[config.mk]
export PLATFORM = sky130hd
export DESIGN_NAME = output_store
export DESIGN_NICKNAME = d
export VERILOG_FILES = /design/src/rtl/output_store.sv
export SDC_FILE = /design/constraint.sdc
export NUM_CORES = 1
export LEC_CHECK = 0
export ABC_AREA = 1
export CORE_UTILIZATION = 52
export DETAILED_ROUTE_END_ITERATION = 8
export PLACE_DENSITY = 0.8
export SKIP_CTS_REPAIR_TIMING = 1
export SLEW_MARGIN = 10
export SYNTH_ARGS = -nofsm -noshare
export SYNTH_HDL_FRONTEND = slang
export SYNTH_SLANG_ARGS = --single-unit
[constraint.sdc]
create_clock -name clock -period 16.7 [get_ports clock]
set_input_delay 4.175 -clock clock [delete_from_list [all_inputs] [get_ports clock]]
set_output_delay 4.175 -clock clock [all_outputs]
set_load 0.01 [all_outputs]
[src/rtl/output_store.sv]
`default_nettype none
// ============================================================================
// Module   : output_store
// Purpose  : Packs pairs of 16-bit accumulator results into 128-bit words and
//            writes them to an output memory at consecutive addresses starting
//            at BASE_ADDR. A frame ends after NUM_WORDS writes, on in_last, or
//            on a standalone flush request; done then pulses for one cycle.
// Ports    : clock, reset       - clock, asynchronous active-high reset
//            start              - frame start (honoured only when idle)
//            in_valid, in_last  - pair qualifier / end-of-frame or flush
//            Accumlate1/2       - result pair (lanes 2k / 2k+1)
//            WriteEnable        - one-cycle write strobe
//            Output_MEMBus      - packed write data
//            Output_MEMAddress  - write address
//            busy, done         - not-idle flag, completion pulse
// Revision : 1.0 - initial release
// ============================================================================
module output_store #(
    parameter logic [15:0] BASE_ADDR = 16'h0000,
    parameter int unsigned NUM_WORDS = 16
) (
    input  logic         clock,
    input  logic         reset,
    input  logic         start,
    input  logic         in_valid,
    input  logic         in_last,
    input  logic [15:0]  Accumlate1,
    input  logic [15:0]  Accumlate2,
    output logic         WriteEnable,
    output logic [127:0] Output_MEMBus,
    output logic [15:0]  Output_MEMAddress,
    output logic         busy,
    output logic         done
);

    typedef enum logic [1:0] {
        IDLE    = 2'd0,
        COLLECT = 2'd1,
        FLUSH   = 2'd2,
        DONE    = 2'd3
    } state_t;

    state_t         r_state, w_nxt_state;
    logic [1:0]     r_pair_cnt, w_nxt_pair_cnt;
    logic [15:0]    r_word_cnt, w_nxt_word_cnt;
    logic [15:0]    r_addr, w_nxt_addr;
    logic [127:0]   r_buf, w_nxt_buf;

    logic           w_nxt_we;
    logic [127:0]   w_nxt_bus;
    logic [15:0]    w_nxt_oaddr;
    logic           w_nxt_done;

    logic           w_issue;
    logic [127:0]   w_issue_word;
    logic [127:0]   w_merged;
    logic           w_last_word;

    // Lanes not yet filled are always zero in the buffer, so the incoming pair
    // can simply be OR-ed in at its 32-bit slot.
    assign w_merged    = r_buf | ({96'd0, Accumlate2, Accumlate1} << {r_pair_cnt, 5'd0});
    assign w_last_word = ((32'(r_word_cnt) + 32'd1) == NUM_WORDS);

    always_comb begin
        w_nxt_state    = r_state;
        w_nxt_pair_cnt = r_pair_cnt;
        w_nxt_word_cnt = r_word_cnt;
        w_nxt_addr     = r_addr;
        w_nxt_buf      = r_buf;
        w_nxt_we       = 1'b0;
        w_nxt_bus      = Output_MEMBus;
        w_nxt_oaddr    = Output_MEMAddress;
        w_nxt_done     = 1'b0;
        w_issue        = 1'b0;
        w_issue_word   = r_buf;

        case (r_state)
            IDLE: begin
                if (start) begin
                    w_nxt_addr     = BASE_ADDR;
                    w_nxt_pair_cnt = 2'd0;
                    w_nxt_word_cnt = 16'd0;
                    w_nxt_buf      = 128'd0;
                    w_nxt_state    = COLLECT;
                end
            end
            COLLECT: begin
                if (in_valid) begin
                    if (r_pair_cnt == 2'd3 || in_last) begin
                        w_issue      = 1'b1;
                        w_issue_word = w_merged;
                        if (in_last || w_last_word) begin
                            w_nxt_state = DONE;
                        end
                    end else begin
                        w_nxt_buf      = w_merged;
                        w_nxt_pair_cnt = r_pair_cnt + 2'd1;
                    end
                end else if (in_last) begin
                    // Flush only if something is pending; an empty flush just ends the frame.
                    w_nxt_state = (r_pair_cnt != 2'd0) ? FLUSH : DONE;
                end
            end
            FLUSH: begin
                w_issue      = 1'b1;
                w_issue_word = r_buf;
                w_nxt_state  = DONE;
            end
            DONE: begin
                w_nxt_done  = 1'b1;
                w_nxt_state = IDLE;
            end
            default: begin
                w_nxt_state = IDLE;
            end
        endcase

        // Issuing a word clears the buffer on the same edge, so a pair arriving
        // during the write cycle starts the next word without a stall.
        if (w_issue) begin
            w_nxt_we       = 1'b1;
            w_nxt_bus      = w_issue_word;
            w_nxt_oaddr    = r_addr;
            w_nxt_addr     = r_addr + 16'd1;
            w_nxt_word_cnt = r_word_cnt + 16'd1;
            w_nxt_buf      = 128'd0;
            w_nxt_pair_cnt = 2'd0;
        end
    end

    always_ff @(posedge clock or posedge reset) begin
        if (reset) begin
            r_state           <= IDLE;
            r_pair_cnt        <= 2'd0;
            r_word_cnt        <= 16'd0;
            r_addr            <= 16'd0;
            r_buf             <= 128'd0;
            WriteEnable       <= 1'b0;
            Output_MEMBus     <= 128'd0;
            Output_MEMAddress <= 16'd0;
            busy              <= 1'b0;
            done              <= 1'b0;
        end else begin
            r_state           <= w_nxt_state;
            r_pair_cnt        <= w_nxt_pair_cnt;
            r_word_cnt        <= w_nxt_word_cnt;
            r_addr            <= w_nxt_addr;
            r_buf             <= w_nxt_buf;
            WriteEnable       <= w_nxt_we;
            Output_MEMBus     <= w_nxt_bus;
            Output_MEMAddress <= w_nxt_oaddr;
            busy              <= (w_nxt_state != IDLE);
            done              <= w_nxt_done;
        end
    end

endmodule
`default_nettype wire

After elaboration in Yosys (flattened, before gate mapping)
Cells that the tools add are included.
W data, S select, Z words.

cells by class
  bitwise gates (word level) = 1
  add/sub/neg operators = 4
  reduce and logical (&&, ||, !) cells = 10
  eq/ne operators = 8
  shift-type cells = 1
  mux-type cells = 29

operators by type and width
  cell                     count
  $mux W128                7
  $pmux W128 S2            1
  $or A128 B128 Y128       1
  $shl A32 B7 Y128         1
  $mux W16                 4
  $add A16 B1 Y16 const B  2
  $mux W2                  9
  $add A16 B1 Y17 const B  1
  $eq A17 B5 Y1 const B    1
  $ne A3 B3 Y1 const B     3
  $pmux W2 S4              1
  $reduce_bool A2 Y1       4
  $eq A2 B2 Y1 const B     3
  $mux W1                  5
  $pmux W2 S2              1
  $reduce_and A4 Y1        1
  $reduce_bool A3 Y1       1
  $add A2 B1 Y2 const B    1
  $eq A2 B1 Y1 const B     1
  $logic_not A2 Y1         1
  $logic_or A1 B1 Y1       2
  $pmux W1 S2              1
  $reduce_and A2 Y1        1

word-level totals
  bits in registers = 311
  word-level logic and storage cells = 63
  bits of input ports = 37

Logic depth before layout (Yosys ltp)
Gate-level depths: netlist (run 1).

  depth in word-level cells = 8
  depth in mapped cells = 15
  gate-level depth less buffers = 15

Worst setup path before layout (run 1)
OpenSTA, ideal clock, no wires.

  path kind = input to register
  start = in in_last
  end = reg r_word_cnt[12]
  data required time = 16.562 ns
  setup time = 0.138 ns
  arrival time = 5.291 ns
  buffers on the path = 3
  cell stages on the path = 9
  path slack = 11.271 ns
  path through = nor2_1 -> nor2_1 -> nand2_1 -> nand2_1 -> nand2_2 -> clkbuf_1 -> buf_2 -> buf_2 -> o22ai_1

between the ends
  longest elaborated chain between the ends = 6
  elaborated cells on any way between the ends = 8
  those cells by class = mux: 4; reduce/logical: 4

RTL lines
  what                          line  source
  start: declaration            26    input logic in_last,
  $logic_or A1 B1 Y1 *          89    if (r_pair_cnt == 2'd3 || in_last) begin
  $mux W1 *                     89
  $mux W1 *                     88    if (in_valid) begin
  $pmux W1 S2 *                 77    case (r_state)
  $reduce_bool A2 Y1 (no line)  --
  $reduce_and A2 Y1 (no line)   --
  end signal: assignment        146   r_word_cnt <= w_nxt_word_cnt;
  end: declaration              45    logic [15:0] r_word_cnt, w_nxt_word_cnt;

Mark *: on every way between the ends. The rest lies on a longest branch, timed or not.
A chain may end at the register's enable or synchronous reset.

Worst setup path after layout (run 1)
  start = in in_last
  end = reg r_buf[94]

between the ends
  longest elaborated chain between the ends = 6
  elaborated cells on any way between the ends = 10
  those cells by class = eq/ne: 3; mux: 4; reduce/logical: 3

RTL lines
  what                                                          line  source
  $logic_or A1 B1 Y1 *                                          89
  $mux W1                                                       89
  $mux W1                                                       88
  $pmux W1 S2                                                   77
  $ne A3 B3 Y1 (no line) or $reduce_bool A3 Y1 (tied branches)  --
  $reduce_and A4 Y1 (no line)                                   --
  end signal: assignment                                        148   r_buf <= w_nxt_buf;
  end: declaration                                              47    logic [127:0] r_buf, w_nxt_buf;

Marked as above.

==> impl_metrics.ini, run 1 <==
[run_status]
status = finished with violations
violations = DRC

[placement]
port_buffers = 183
gp_congestion = 0.827
hpwl_mm = 24.5
place_worst_setup_slack_ns = 7.76

[timing]
setup_viol = 0
final.period_utilization_pct = 51.5
setup_tns_ns = 0
slew_violations = 0
slew_headroom_pct = 20.7
skew_ns = 0.00641
fin_crit_ns = 8.60
setup_ws_ns = 8.10
max_freq_mhz = 116
hold_viol = 0
tightest_slew_ns = 1.19
rsz0062_at_grt = false

[grt]
grt_pass1_vias = 12100
use_met1_pct = 39.1
antenna_found_initial = 0
grt.total_usage_pct = 29.1
grtUsageMet3_pct = 6.29
overflow = 0
use_met2_pct = 44.7
grt_max_degree = 182
grt_pass1_wl_mm = 63.9
grt.busiest_layer = met2

[clock_network]
cts_tree = built
clk_latency_ns = 0.51
path_clk_slew_ns = 0.06
clockRootBuffer = clkbuf_16
cts_buffer_depth = 3
cts_buffers = 34
cts_sinks = 311
htreeDepth = 2

[synth]
postSynthAreaPerCell_sq_um = 8.38
seq_area_frac_synth_pct = 55.5
ys_seq_elements = 311
netlist_instances = 1673
synthDistinctLibCells = 27
synth_nets = 1718
synth_area_leaders = dfrtp_1 56%, nand2_1 9.8%, o21ai_0 6.1%
netlist_area_sq_mm = 0.0140
synth_top_area_share_pct = 55.5
synth_warnings = 0
synth_area_leader_cell = dfrtp_1

[setup_path]
cpPeakStageDelay_ns = 1.08
required_ns = 17.03
path_buf_inv = 2
worst-path-stages = 10
critPathLaunchType = input port
crit_chain = clkdlybuf4s50_1, nor2_1, nor2_4, nand2_1, nand2_1, nand2_8, a21oi_4, o21a_4, buf_4, a21oi_1
crit_path_top_delay_cell = a21oi_4
crit_type = in2reg
crit_family = compound AO/OA/AOI/OAI gates
cp-end-kind = flip-flop
critPathMaxFanout = 181
worstRegToRegCells = 11
cp.arrival_ns = 8.93
crit_top_cell = nand2_1

[detailed_routing]
drt_iter0_drc = 1479
dr.pass1.iters = 7
routed_wl_mm = 40.4
vias = 12500
wl_per_cell_microns = 18.9
ant_nets = 0
drcViolationCount = 16
vias_per_cell = 5.85

[cells_and_area]
nNetsFinal = 1824
multi_input_area_sq_mm = 0.00499
n_fill_cell = 2078
seqCellArea_sq_mm = 0.00778
drive_above_1_share_pct = 4.00
area_growth_pct = 21.4

[die]
die_h_microns = 166
die_w_microns = 166
start_util_pct = 53.4
io_pins = 184
rows = 59
core_sq_mm = 0.0263
die-area_sq_mm = 0.0276

[pwr]
power_density_mw_per_mm2 = 193
power.leakage_nw = 7.27
worst_ir_drop_vdd_v = 0.000121

[flow_run]
timing.max_cap.violations = 0

[worst_hold_path]
hold_depth = 2
hp-class = reg2reg
-- cell type report --
| cell class | instances | share of cell area [%] |
|---|---|---|
| Sequential cell | 311 | 45.7 |
| Antenna cell | 1 | 0.0147 |
| Tap cell | 335 | 2.46 |
| Multi-Input combinational cell | 1033 | 29.3 |
| Inverter | 206 | 4.59 |
| Clock buffer | 51 | 6.16 |
| Timing Repair Buffer | 193 | 11.3 |
| Clock inverter | 7 | 0.500 |
-- cell usage after synthesis --
| cell | instances |
|---|---|
| a21oi_1 | 130 |
| a21oi_4 | 1 |
| a31oi_1 | 128 |
| buf_1 | 6 |
| buf_2 | 34 |
| buf_4 | 1 |
| clkbuf_1 | 82 |
| clkinv_1 | 1 |
| dfrtp_1 | 311 |
| ha_1 | 8 |
| inv_1 | 204 |
| inv_2 | 1 |
| nand2_1 | 366 |
| nand2_2 | 1 |
| nand3_1 | 31 |
| nand4_1 | 11 |
| nor2_1 | 33 |
| nor3_1 | 132 |
| nor4_1 | 1 |
| o21a_1 | 1 |
| o21ai_0 | 172 |
| o21ai_1 | 1 |
| o22ai_1 | 10 |
| o31ai_1 | 1 |
| o32ai_1 | 1 |
| xnor2_1 | 2 |
| xor2_1 | 3 |
-- worst min-delay path, cell delays in order (launching register included) --
cell,delay (ns)
dfrtp_1,0.34
nand2_1,0.05
o21ai_0,0.05
-- state kept, by name, indices dropped and copies added (netlist names) --
register / cells
Output_MEMBus: 128
r_buf: 128
Output_MEMAddress: 16
r_addr: 16
r_word_cnt: 16
r_pair_cnt: 2
r_state: 2
WriteEnable: 1
busy: 1
done: 1
-- through the flow --
stage	cells	power (mW)	utilization [%]	hold WS, ns	area [sq um]
final	2137	3.29	64.8	0.479	17000
after global routing	2136	3.47	64.8	0.504	17000
after CTS	2136	3.28	64.8	0.487	17000
after detailed placement	2078	2.51	60.5	0.465	15900
after global placement	2078	2.46	60.5	0.463	15900
after floorplan	1673	1.96	-	0.477	14000
-- logic make-up after synthesis --
| family | after synthesis | share of synthesized area, % |
|---|---|---|
| and+or+nand+nor | 575 | 17.1 |
| AOI/OAI and AO/OA | 445 | 17.3 |
| buffers and inverters | 329 | 9.14 |
| DFF | 311 | 55.5 |
| adders and majority gates | 8 | 0.714 |
| xor gates and xnor gates | 5 | 0.312 |
-- where the power goes --
part / internal [mW] / switching, mW / leakage (nW) / total (mW)
clock: 0.463 / 0.298 / 0.562 / 0.761
combinational: 0.499 / 0.818 / 2.51 / 1.32
sequential: 1.03 / 0.179 / 4.19 / 1.21
total: 1.99 / 1.29 / 7.27 / 3.29
-- worst paths after layout --
kind,startpoint,endpoint,slack [ns]
hold reg to reg,Output_MEMBus[28],Output_MEMBus[28],0.48
min in group asynchronous,reset,r_word_cnt[10],4.26
max in group asynchronous,reset,r_buf[85],10.97
setup reg to reg,r_state[1],r_buf[94],11.55
hold / removal,Output_MEMBus[28],Output_MEMBus[28],0.48
setup / recovery,in_last,r_buf[94],8.10
-- cell usage in the layout (no fill, tap or decap), types with 11 or more instances in the layout --
master,count
nand2_1,366
dfrtp_1,309
inv_1,201
clkdlybuf4s50_1,182
o21ai_0,172
nor3_1,132
a21oi_1,130
a31oi_1,128
clkbuf_16,37
nor2_1,32
nand3_1,31
nand4_1,11
-- routing by layer --
| layer | share of wire, % | wire [microns] | vias up |
|---|---|---|---|
| li1 | - | - | 5761 |
| met1 | 40 | 16300 | 6015 |
| met2 | 46 | 18500 | 607 |
| met3 | 8.4 | 3410 | 126 |
| met4 | 5.4 | 2190 | 0 |
| met5 | 0 | 0 | - |
Power figures use the tool's default switching activity.
==> run 2, diff against run 1 <==
==> constraint.sdc (replaced) <==
create_clock -name clock -period 8.8 [get_ports clock]
set_input_delay 2.2 -clock clock [delete_from_list [all_inputs] [get_ports clock]]
set_output_delay 2.2 -clock clock [all_outputs]
set_load 0.01 [all_outputs]
==> run 2 against run 1 <==
  * The run still ends with DRC left
  * Clock skew up 0.0012 ns
  * Sequential share of layout area up 0.28 points
  * Wire length up 0.63%
  * Utilization down 0.40 points
  * Critical path depth unchanged
  * Clock-buffer cell count down 8
  * Combinational power up 89%
  * Global-route usage up 0.30 points
  * Die area unchanged
  * Setup slack worse by 5.4 ns
  * Design area down 0.62%
  * Total power up 86%
==> impl_metrics.ini, run 2 (synthesized netlist as in run 1, its figures left out) <==
[run_status]
status = finished with violations
violations = DRC

[clock_network]
path_clk_slew_ns = 0.06
cts_sinks = 311
cts_buffer_depth = 3
clockRootBuffer = clkbuf_16
clk_latency_ns = 0.56
cts_tree = built
htreeDepth = 1
cts_buffers = 31

[pwr]
combPwrFrac_pct = 40.9
power_density_mw_per_mm2 = 361
p_sw_mw = 2.45
worst_ir_drop_vdd_v = 0.000271
intPower_mw = 3.65
seqPwrFrac_pct = 37.6
clockPowerShare_pct = 21.5
power.leakage_nw = 7.21
p_sw_share_pct = 40.1

[detailed_routing]
wl_per_cell_microns = 19.0
drcViolationCount = 7
routed_wl_mm = 40.7
drt_iter0_drc = 1541
vias_per_cell = 5.88
ant_nets = 0
vias = 12600
dr.pass1.iters = 9

[placement]
gp_congestion = 0.844
hpwl_mm = 24.4
port_buffers = 183

[worst_hold_path]
holdPathEnd = Output_MEMAddress[2]
hold_depth = 2
hp-class = reg2reg
worstHoldStart = Output_MEMAddress[2]

[timing]
rsz0062_at_grt = false
max_freq_mhz = 163
final.period_utilization_pct = 69.9
slew_violations = 0
setup_tns_ns = 0
skew_ns = 0.00762
tightest_slew_ns = 1.26
setup_viol = 0
slew_headroom_pct = 15.8
holdWs_ns = 0.482
fin_crit_ns = 6.15
hold_viol = 0

[grt]
grt.total_usage_pct = 29.4
antenna_found_initial = 0
grt_max_degree = 136
grt_pass1_wl_mm = 64.7
overflow = 0
use_met1_pct = 39.2
use_met2_pct = 44.0
grt.busiest_layer = met2
grt_pass1_vias = 12000
grtUsageMet3_pct = 7.39

[setup_path]
required_ns = 9.21
cp-end-kind = flip-flop
cp.arrival_ns = 6.56
crit_path_top_delay_cell = o21a_4
rr_endpoint = r_buf[59]
worstRegToRegCells = 11
cpPeakStageDelay_ns = 0.82
critPathLaunchType = input port
crit_top_cell = nand2_1
critPathMaxFanout = 134
crit_type = in2reg
crit_chain = clkdlybuf4s50_1, nor2_1, nor2_4, nand2_1, nand2_1, nand2_8, a21oi_4, o21a_4, buf_4, a21oi_1
r2r_slack_ns = 3.99
rr_startpoint = r_state[1]

[cells_and_area]
area_growth_pct = 20.7
final_cell_mix = 366 x nand2_1, 309 x dfrtp_1, 201 x inv_1
n_fill_cell = 2087
diodes = 0
final_common_cell = nand2_1
drive_above_1_share_pct = 4.17
top_regs = Output_MEMBus x128, r_buf x128
nNetsFinal = 1823

[die]
die_h_microns = 166
io_pins = 184
core_sq_mm = 0.0263
start_util_pct = 53.4
die-area_sq_mm = 0.0276
rows = 59
die_w_microns = 166

[flow_run]
timing.max_cap.violations = 0
[run 2: cell count changes in the layout (fill, tap and decap cells not counted)]
cell and delta:
bufinv_16 -1, clkinv_4 +1, clkbuf_1 -4, buf_4 +1
inv_8 -1, clkbuf_16 -6, clkbuf_8 +2, clkinv_2 +2
buf_12 +1, diode_2 -1, clkinvlp_4 +4
[run 2: final cells by class]
type | instances | area [sq um] | area share (%)
Sequential cell | 311 | 7780 | 46.0
Multi-Input combinational cell | 1033 | 4990 | 29.5
Timing Repair Buffer | 195 | 1940 | 11.5
Clock buffer | 43 | 911 | 5.38
Inverter | 206 | 777 | 4.59
Tap cell | 335 | 419 | 2.48
Clock inverter | 12 | 96.3 | 0.569
[run 2: per-layer routing]
layer / vias up / share of wire (%) / routed length [microns]
li1: 5755 / - / -
met3: 136 / 9.5 / 3870
met2: 692 / 45 / 18100
met4: 0 / 6.0 / 2430
met5: - / 0 / 0
met1: 5971 / 40 / 16300
[run 2: worst max path at each step]
stage	from	end	slack (ns)
after floorplan	reset	Output_MEMAddress[0]	2.46
after global placement	in_last	r_buf[11]	2.20
after detailed placement	in_last	r_buf[62]	2.16
after CTS	in_last	r_buf[62]	2.74
after global routing	in_last	r_buf[33]	2.29
final	in_last	r_buf[59]	2.65
[run 2: critical path: cells and delay by family]
| kind | cells | cell delay (ns) |
|---|---|---|
| buf+inv | 2 | 1.14 |
| compound gates | 3 | 1.54 |
| simple gates | 5 | 1.63 |
[run 2: metrics by stage]
stage | total power [mW] | instance area, sq um | util (%) | instances | setup slack [ns]
final | 6.10 | 16900 | 64.4 | 2135 | 2.65
after detailed placement | 4.75 | 15900 | 60.6 | 2080 | 2.16
after floorplan | 3.73 | 14000 | - | 1673 | 2.46
after global placement | 4.68 | 15900 | 60.6 | 2080 | 2.20
after CTS | 6.08 | 16900 | 64.4 | 2135 | 2.74
after global routing | 6.46 | 16900 | 64.4 | 2135 | 2.29
[run 2: power groups by stage]
| stage | logic (mW) | clock network, mW | registers, mW |
|---|---|---|---|
| 4_1_cts | 2.48 | 1.32 | 2.28 |
| 3_3_place_gp | 2.39 | 0 | 2.28 |
| 5_1_grt | 2.73 | 1.38 | 2.35 |
| 2_1_floorplan | 1.38 | 0 | 2.35 |
| 6_report | 2.50 | 1.31 | 2.29 |
| 3_5_place_dp | 2.46 | 0 | 2.30 |
